==> config.mk <==
export PLATFORM = sky130hd
export DESIGN_NAME = ps_loop_ctrl
export DESIGN_NICKNAME = d
export VERILOG_FILES = /design/src/rtl/ps_loop_ctrl.sv
export SDC_FILE = /design/constraint.sdc
export NUM_CORES = 1
export LEC_CHECK = 0
export ABC_AREA = 1
export CAP_MARGIN = 20
export CORE_MARGIN = 5
export CORE_UTILIZATION = 45
export DETAILED_ROUTE_END_ITERATION = 16
export PLACE_DENSITY = 0.78
export SYNTH_ARGS = -nofsm -noshare
export SYNTH_HDL_FRONTEND = slang
export SYNTH_SLANG_ARGS = --single-unit
==> constraint.sdc <==
create_clock -name clk -period 8.09 [get_ports clk]
set_input_delay 1.618 -clock clk [delete_from_list [all_inputs] [get_ports clk]]
set_output_delay 1.618 -clock clk [all_outputs]
set_load 0.05 [all_outputs]
==> src/rtl/ps_loop_ctrl.sv <==
// ps_loop_ctrl: zero-overhead DO-UNTIL loop stack with end-address compare and fetch redirect
module ps_loop_ctrl #(
  parameter int LP_DEPTH = 4,
  parameter int AW       = 16,
  parameter int CW       = 16
) (
  input  logic          clk,
  input  logic          rst,
  input  logic          ps_lp_push,
  input  logic [AW-1:0] ps_lp_strt,
  input  logic [AW-1:0] ps_lp_end,
  input  logic [CW-1:0] ps_lp_cnt,
  input  logic          ps_lp_pop,
  input  logic [AW-1:0] ps_lp_faddr,
  input  logic          ps_lp_stall,
  input  logic          ps_lp_clr,
  output logic          lp_ps_jmp,
  output logic [AW-1:0] lp_ps_add,
  output logic          lp_ps_actv,
  output logic [CW-1:0] lp_ps_cntr,
  output logic          lp_ps_done,
  output logic          lp_ps_empty,
  output logic          lp_ps_full,
  output logic          lp_ps_ovf
);
  localparam int IW = $clog2(LP_DEPTH);
  localparam int PW = IW + 1;
  typedef enum logic [1:0] {LP_IDLE = 2'd0, LP_RUN = 2'd1, LP_SHDW = 2'd2} st_t;
  st_t           r_state, w_state_nxt;
  logic [AW-1:0] r_strt [LP_DEPTH];
  logic [AW-1:0] r_end  [LP_DEPTH];
  logic [CW-1:0] r_cnt  [LP_DEPTH];
  logic [PW-1:0] r_ptr, w_ptr_pop, w_ptr_nxt;
  logic [IW-1:0] w_top, w_wr;
  logic          r_jmp, r_done, r_ovf;
  logic [AW-1:0] r_add, w_add_nxt;
  logic          w_nempty, w_cmp_en, w_match, w_mdec, w_mpop, w_pop;
  logic          w_zpush, w_cpush, w_push, w_ovf_set, w_jmp_nxt;
  assign w_nempty  = r_ptr != '0;
  assign w_top     = IW'(r_ptr - PW'(1));
  assign w_match   = w_cmp_en && w_nempty && !ps_lp_stall && ps_lp_faddr == r_end[w_top];
  assign w_mdec    = w_match && r_cnt[w_top] > CW'(1);
  assign w_mpop    = w_match && r_cnt[w_top] == CW'(1);
  assign w_pop     = w_nempty && (w_mpop || ps_lp_pop);
  assign w_ptr_pop = w_pop ? r_ptr - PW'(1) : r_ptr;
  assign w_zpush   = ps_lp_push && ps_lp_cnt == '0;
  assign w_cpush   = ps_lp_push && ps_lp_cnt != '0;
  assign w_push    = w_cpush && w_ptr_pop != PW'(LP_DEPTH);
  assign w_ovf_set = w_cpush && w_ptr_pop == PW'(LP_DEPTH);
  assign w_ptr_nxt = w_push ? w_ptr_pop + PW'(1) : w_ptr_pop;
  assign w_wr      = IW'(w_ptr_pop);
  assign w_jmp_nxt = w_mdec || w_zpush;
  assign w_add_nxt = w_mdec ? r_strt[w_top] : w_zpush ? ps_lp_end + AW'(1) : '0;
  // loop context storage: decrement the matched top, then write a pushed context over the post-pop slot
  always_ff @(posedge clk) begin
    if (w_mdec) r_cnt[w_top] <= r_cnt[w_top] - CW'(1);
    if (w_push) begin
      r_strt[w_wr] <= ps_lp_strt;
      r_end[w_wr]  <= ps_lp_end;
      r_cnt[w_wr]  <= ps_lp_cnt;
    end
  end
  // stack pointer, registered redirect/done pulses and sticky overflow
  always_ff @(posedge clk) begin
    if (!rst) begin
      r_ptr  <= '0;
      r_jmp  <= 1'b0;
      r_add  <= '0;
      r_done <= 1'b0;
      r_ovf  <= 1'b0;
    end else begin
      r_ptr  <= w_ptr_nxt;
      r_jmp  <= w_jmp_nxt;
      r_add  <= w_add_nxt;
      r_done <= w_mpop;
      r_ovf  <= w_ovf_set || (r_ovf && !ps_lp_clr);
    end
  end
  // FSM state register
  always_ff @(posedge clk) begin
    if (!rst) r_state <= LP_IDLE;
    else r_state <= w_state_nxt;
  end
  // next state: idle whenever the stack ends up empty, shadow for the cycle a redirect is presented
  always_comb begin
    w_state_nxt = (w_ptr_nxt == '0) ? LP_IDLE : w_jmp_nxt ? LP_SHDW : LP_RUN;
  end
  // end-address compare is live only in RUN
  always_comb begin
    w_cmp_en = r_state == LP_RUN;
  end
  assign lp_ps_jmp   = r_jmp;
  assign lp_ps_add   = r_add;
  assign lp_ps_done  = r_done;
  assign lp_ps_ovf   = r_ovf;
  assign lp_ps_actv  = w_nempty;
  assign lp_ps_empty = !w_nempty;
  assign lp_ps_full  = r_ptr == PW'(LP_DEPTH);
  assign lp_ps_cntr  = w_nempty ? r_cnt[w_top] : '0;
endmodule
==> results_dict.tcl <==
set metrics [dict create \
    status "finished, final reports clean" \
    fmax_mhz 180 \
    cts_tree "built" \
    ios 108 \
    vias 7609 \
    drive_above_1_share 0.0728 \
    synth.distinct_cells 45 \
    yosys_register_bits 216 \
    setup_slack_ns 2.53 \
    synthTopCellsByArea "edfxtp_1 56%, nand2_1 12%, dfxtp_1 4.7%, nand3_1 4.2%, o21ai_1 2.6%" \
    power_density_mw_per_mm2 453 \
    cts_resized 0 \
    drc 0 \
    synthesis.nets 1104 \
    leakage_nw 4.77 \
    grt_max_degree 100 \
    initial_core_util 0.454 \
    final.fill_count 1898 \
    ys.flop_type "edfxtp_1" \
    ant_nets 0 \
    antenna_found_initial 0 \
    fin_skew_ns 0.0160 \
    synth_common_cells "318 x nand2_1, 192 x edfxtp_1, 86 x nand3_1" \
    hold_ws_ns 0.477 \
    diodes 0 \
    grt_pass1_vias 7409 \
    cts_buffers 22 \
    ff_latch_area_mm2 0.00625 \
    ys_seq_area_frac 0.612 \
    post-route-period-util 0.688 \
    worst_pin_slew_ns 1.11 \
    reg2regPathDepth 21 \
    hold_end "lp_ps_ovf$_SDFF_PN0_" \
    cts.path.max_buffers 3 \
    drtIter0Drc 713 \
    place_inst 1373 \
    dpl.hpwl_mm 16.2 \
    syn_area_per_cell_um2 9.99 \
    max_stage_delay_ns 0.77 \
    crit_chain "inv_1 > ha_1 > inv_2 > nand3_1 > nand2_2 > nand2_1 > nor2_1 > nand4_1 > nor2_2 > nand3_1 > nand2_2 > nand3_1 > nand2_1 > inv_1 > ha_1 > nand3_2 > nand2_4 > inv_6 > nand2_8 > inv_1 > buf_4" \
    tns_ns 0 \
    arrival_ns 5.77 \
    root_buffer "clkbuf_16" \
    critPathMaxFanout 56 \
    fin_cells 1412 \
    yosysWarnings 0 \
    r2r_end "r_end[0][2]$_DFFE_PP_" \
    core-area_mm2 0.0225 \
    use_met2 0.319 \
    drv_slew 0 \
    overflow 0 \
    critPathLaunch "r_ptr[1]$_SDFF_PN0_" \
    grt_use_met3 0.0234 \
    hold_depth 2 \
    routed_wl_mm 25.0 \
    syn_inst 1022 \
    max_cap_violations 0 \
    clock_latency_ns 0.51 \
    setup_viol 0 \
    cts_hold_buf 0 \
    synthToLayoutAreaGrowth_pct 18.9 \
    busiest_layer "met2" \
    dr.pass1.iters 5 \
    wl_per_cell_um 17.7 \
    dieArea_mm2 0.0258 \
    groute.layer.met1.usage 0.254 \
    post_cts_buffers 0 \
    synth.most_common_cell "nand2_1" \
    multi_input_area_mm2 0.00337 \
    nets 1194 \
    synth_area_leader_cell "edfxtp_1" \
    die_h_um 161 \
    start_kind "flop" \
    async_flop_share 0 \
    path_class "flop to flop" \
    design_area_mm2 0.0121 \
    grt_use_total 0.189 \
    hold_class "flop to flop" \
    via_per_inst 5.39 \
    worst_ep_required_time_ns 8.30 \
    min_from "lp_ps_ovf$_SDFF_PN0_" \
    cts.sink_count 216 \
    clk_pin_slew_ns 0.06 \
    place_ws_ns 2.21 \
    rows 55 \
    synth.top_cell.area_share 0.564 \
    rsz0062_at_grt "false" \
    grt_pass1_wl_mm 39.2 \
    die_w_um 161 \
    placed_area_mm2 0.0114 \
    synth_area_mm2 0.0102 \
    synth-edff-count 192 \
    gp_congestion 0.895 \
    end_kind "flop" \
    finalCriticalPeriod_ns 5.56 \
    slowest_stage "inv_2" \
    reg2reg_from "r_ptr[1]$_SDFF_PN0_" \
    relSlewSlack 0.257 \
    cts_htree_levels 1 \
    r2r_slack_ns 2.53 \
    ir_worst_vdd_mv 0.315 \
    hold_viol_final 0 \
    portBuffers 107 \
]
## cell usage in the layout (no fill, tap or decap), drive strengths merged, types with 3 or more instances in the layout
cell,instances
a211oi,6
a21oi,26
a221o,4
a31oi,4
a32o,6
buf,9
clkbuf,26
clkdlybuf4s50,107
clkinv,6
dfxtp,24
edfxtp,192
ha,12
inv,74
nand2,333
nand3,89
nand3b,6
nand4,9
nor2,64
nor4,5
o21ai,84
o21bai,3
o22ai,6
or2,3
xnor2,5
xor2,14
## layer usage
layer,vias up,routed length (um)
met2,354,12000
met1,3538,10300
met5,-,0
met3,49,1870
met4,0,784
li1,3668,-
## registers in the layout, summed over array words and instances (netlist names)
name	count
r_end	64
lp_ps_jmp	1
lp_ps_ovf	1
lp_ps_add	16
r_ptr	3
r_strt	64
r_cnt	64
r_state	2
lp_ps_done	1
## area by class of cell
| cell class | instances | share of cell area |
|---|---|---|
| sequential | 216 | 0.515 |
| tap | 285 | 0.0294 |
| timing repair buffer | 116 | 0.0938 |
| clock inverter | 13 | 0.0127 |
| multi-input combinational | 687 | 0.278 |
| inverter | 69 | 0.0219 |
| clock buffer | 26 | 0.0501 |
## power breakdown
group	switching (mW)	total (mW)	internal, mW	leakage, nW
sequential	0.0676	1.77	1.70	1.95
clock	0.436	1.05	0.614	0.379
combinational	1.88	2.68	0.803	2.44
total	2.38	5.50	3.12	4.77
## worst max path at each step
stage	end	slack [ns]	cells past startpoint
after floorplan	r_cnt[3][0]$_DFFE_PP_	3.03	24
after global placement	r_end[0][11]$_DFFE_PP_	2.36	20
after detailed placement	r_end[0][2]$_DFFE_PP_	2.21	20
after CTS	r_end[0][2]$_DFFE_PP_	2.53	21
after global routing	r_end[0][2]$_DFFE_PP_	2.04	21
final	r_end[0][2]$_DFFE_PP_	2.53	21
## through the flow
| stage | util | power [mW] |
|---|---|---|
| 2_1_floorplan | - | 3.78 |
| 3_3_place_gp | 0.506 | 4.37 |
| 3_5_place_dp | 0.506 | 4.44 |
| 4_1_cts | 0.540 | 5.50 |
| 5_1_grt | 0.540 | 5.85 |
| 6_report | 0.540 | 5.50 |
## kinds of logic (layout without fill, tap and decap cells)
| family | Yosys count | in the layout | share of synthesized area |
|---|---|---|---|
| AO/OA/AOI/OAI | 144 | 144 | 0.0824 |
| flip-flops | 216 | 216 | 0.612 |
| AND/OR/NAND/NOR | 512 | 512 | 0.217 |
| adder cells (fa/ha/maj) | 12 | 12 | 0.0147 |
| XOR/XNOR | 19 | 19 | 0.0163 |
| buffers and inverters | 119 | 224 | 0.0584 |
## worst max-delay path: cells and delay by family (launching register included)
kind / cells / cell delay, ns
flops: 1 / 0.36
fa+ha+maj: 2 / 0.63
simple gates: 13 / 2.01
buf+inv: 6 / 2.21
(Power assumes the default switching activity.)
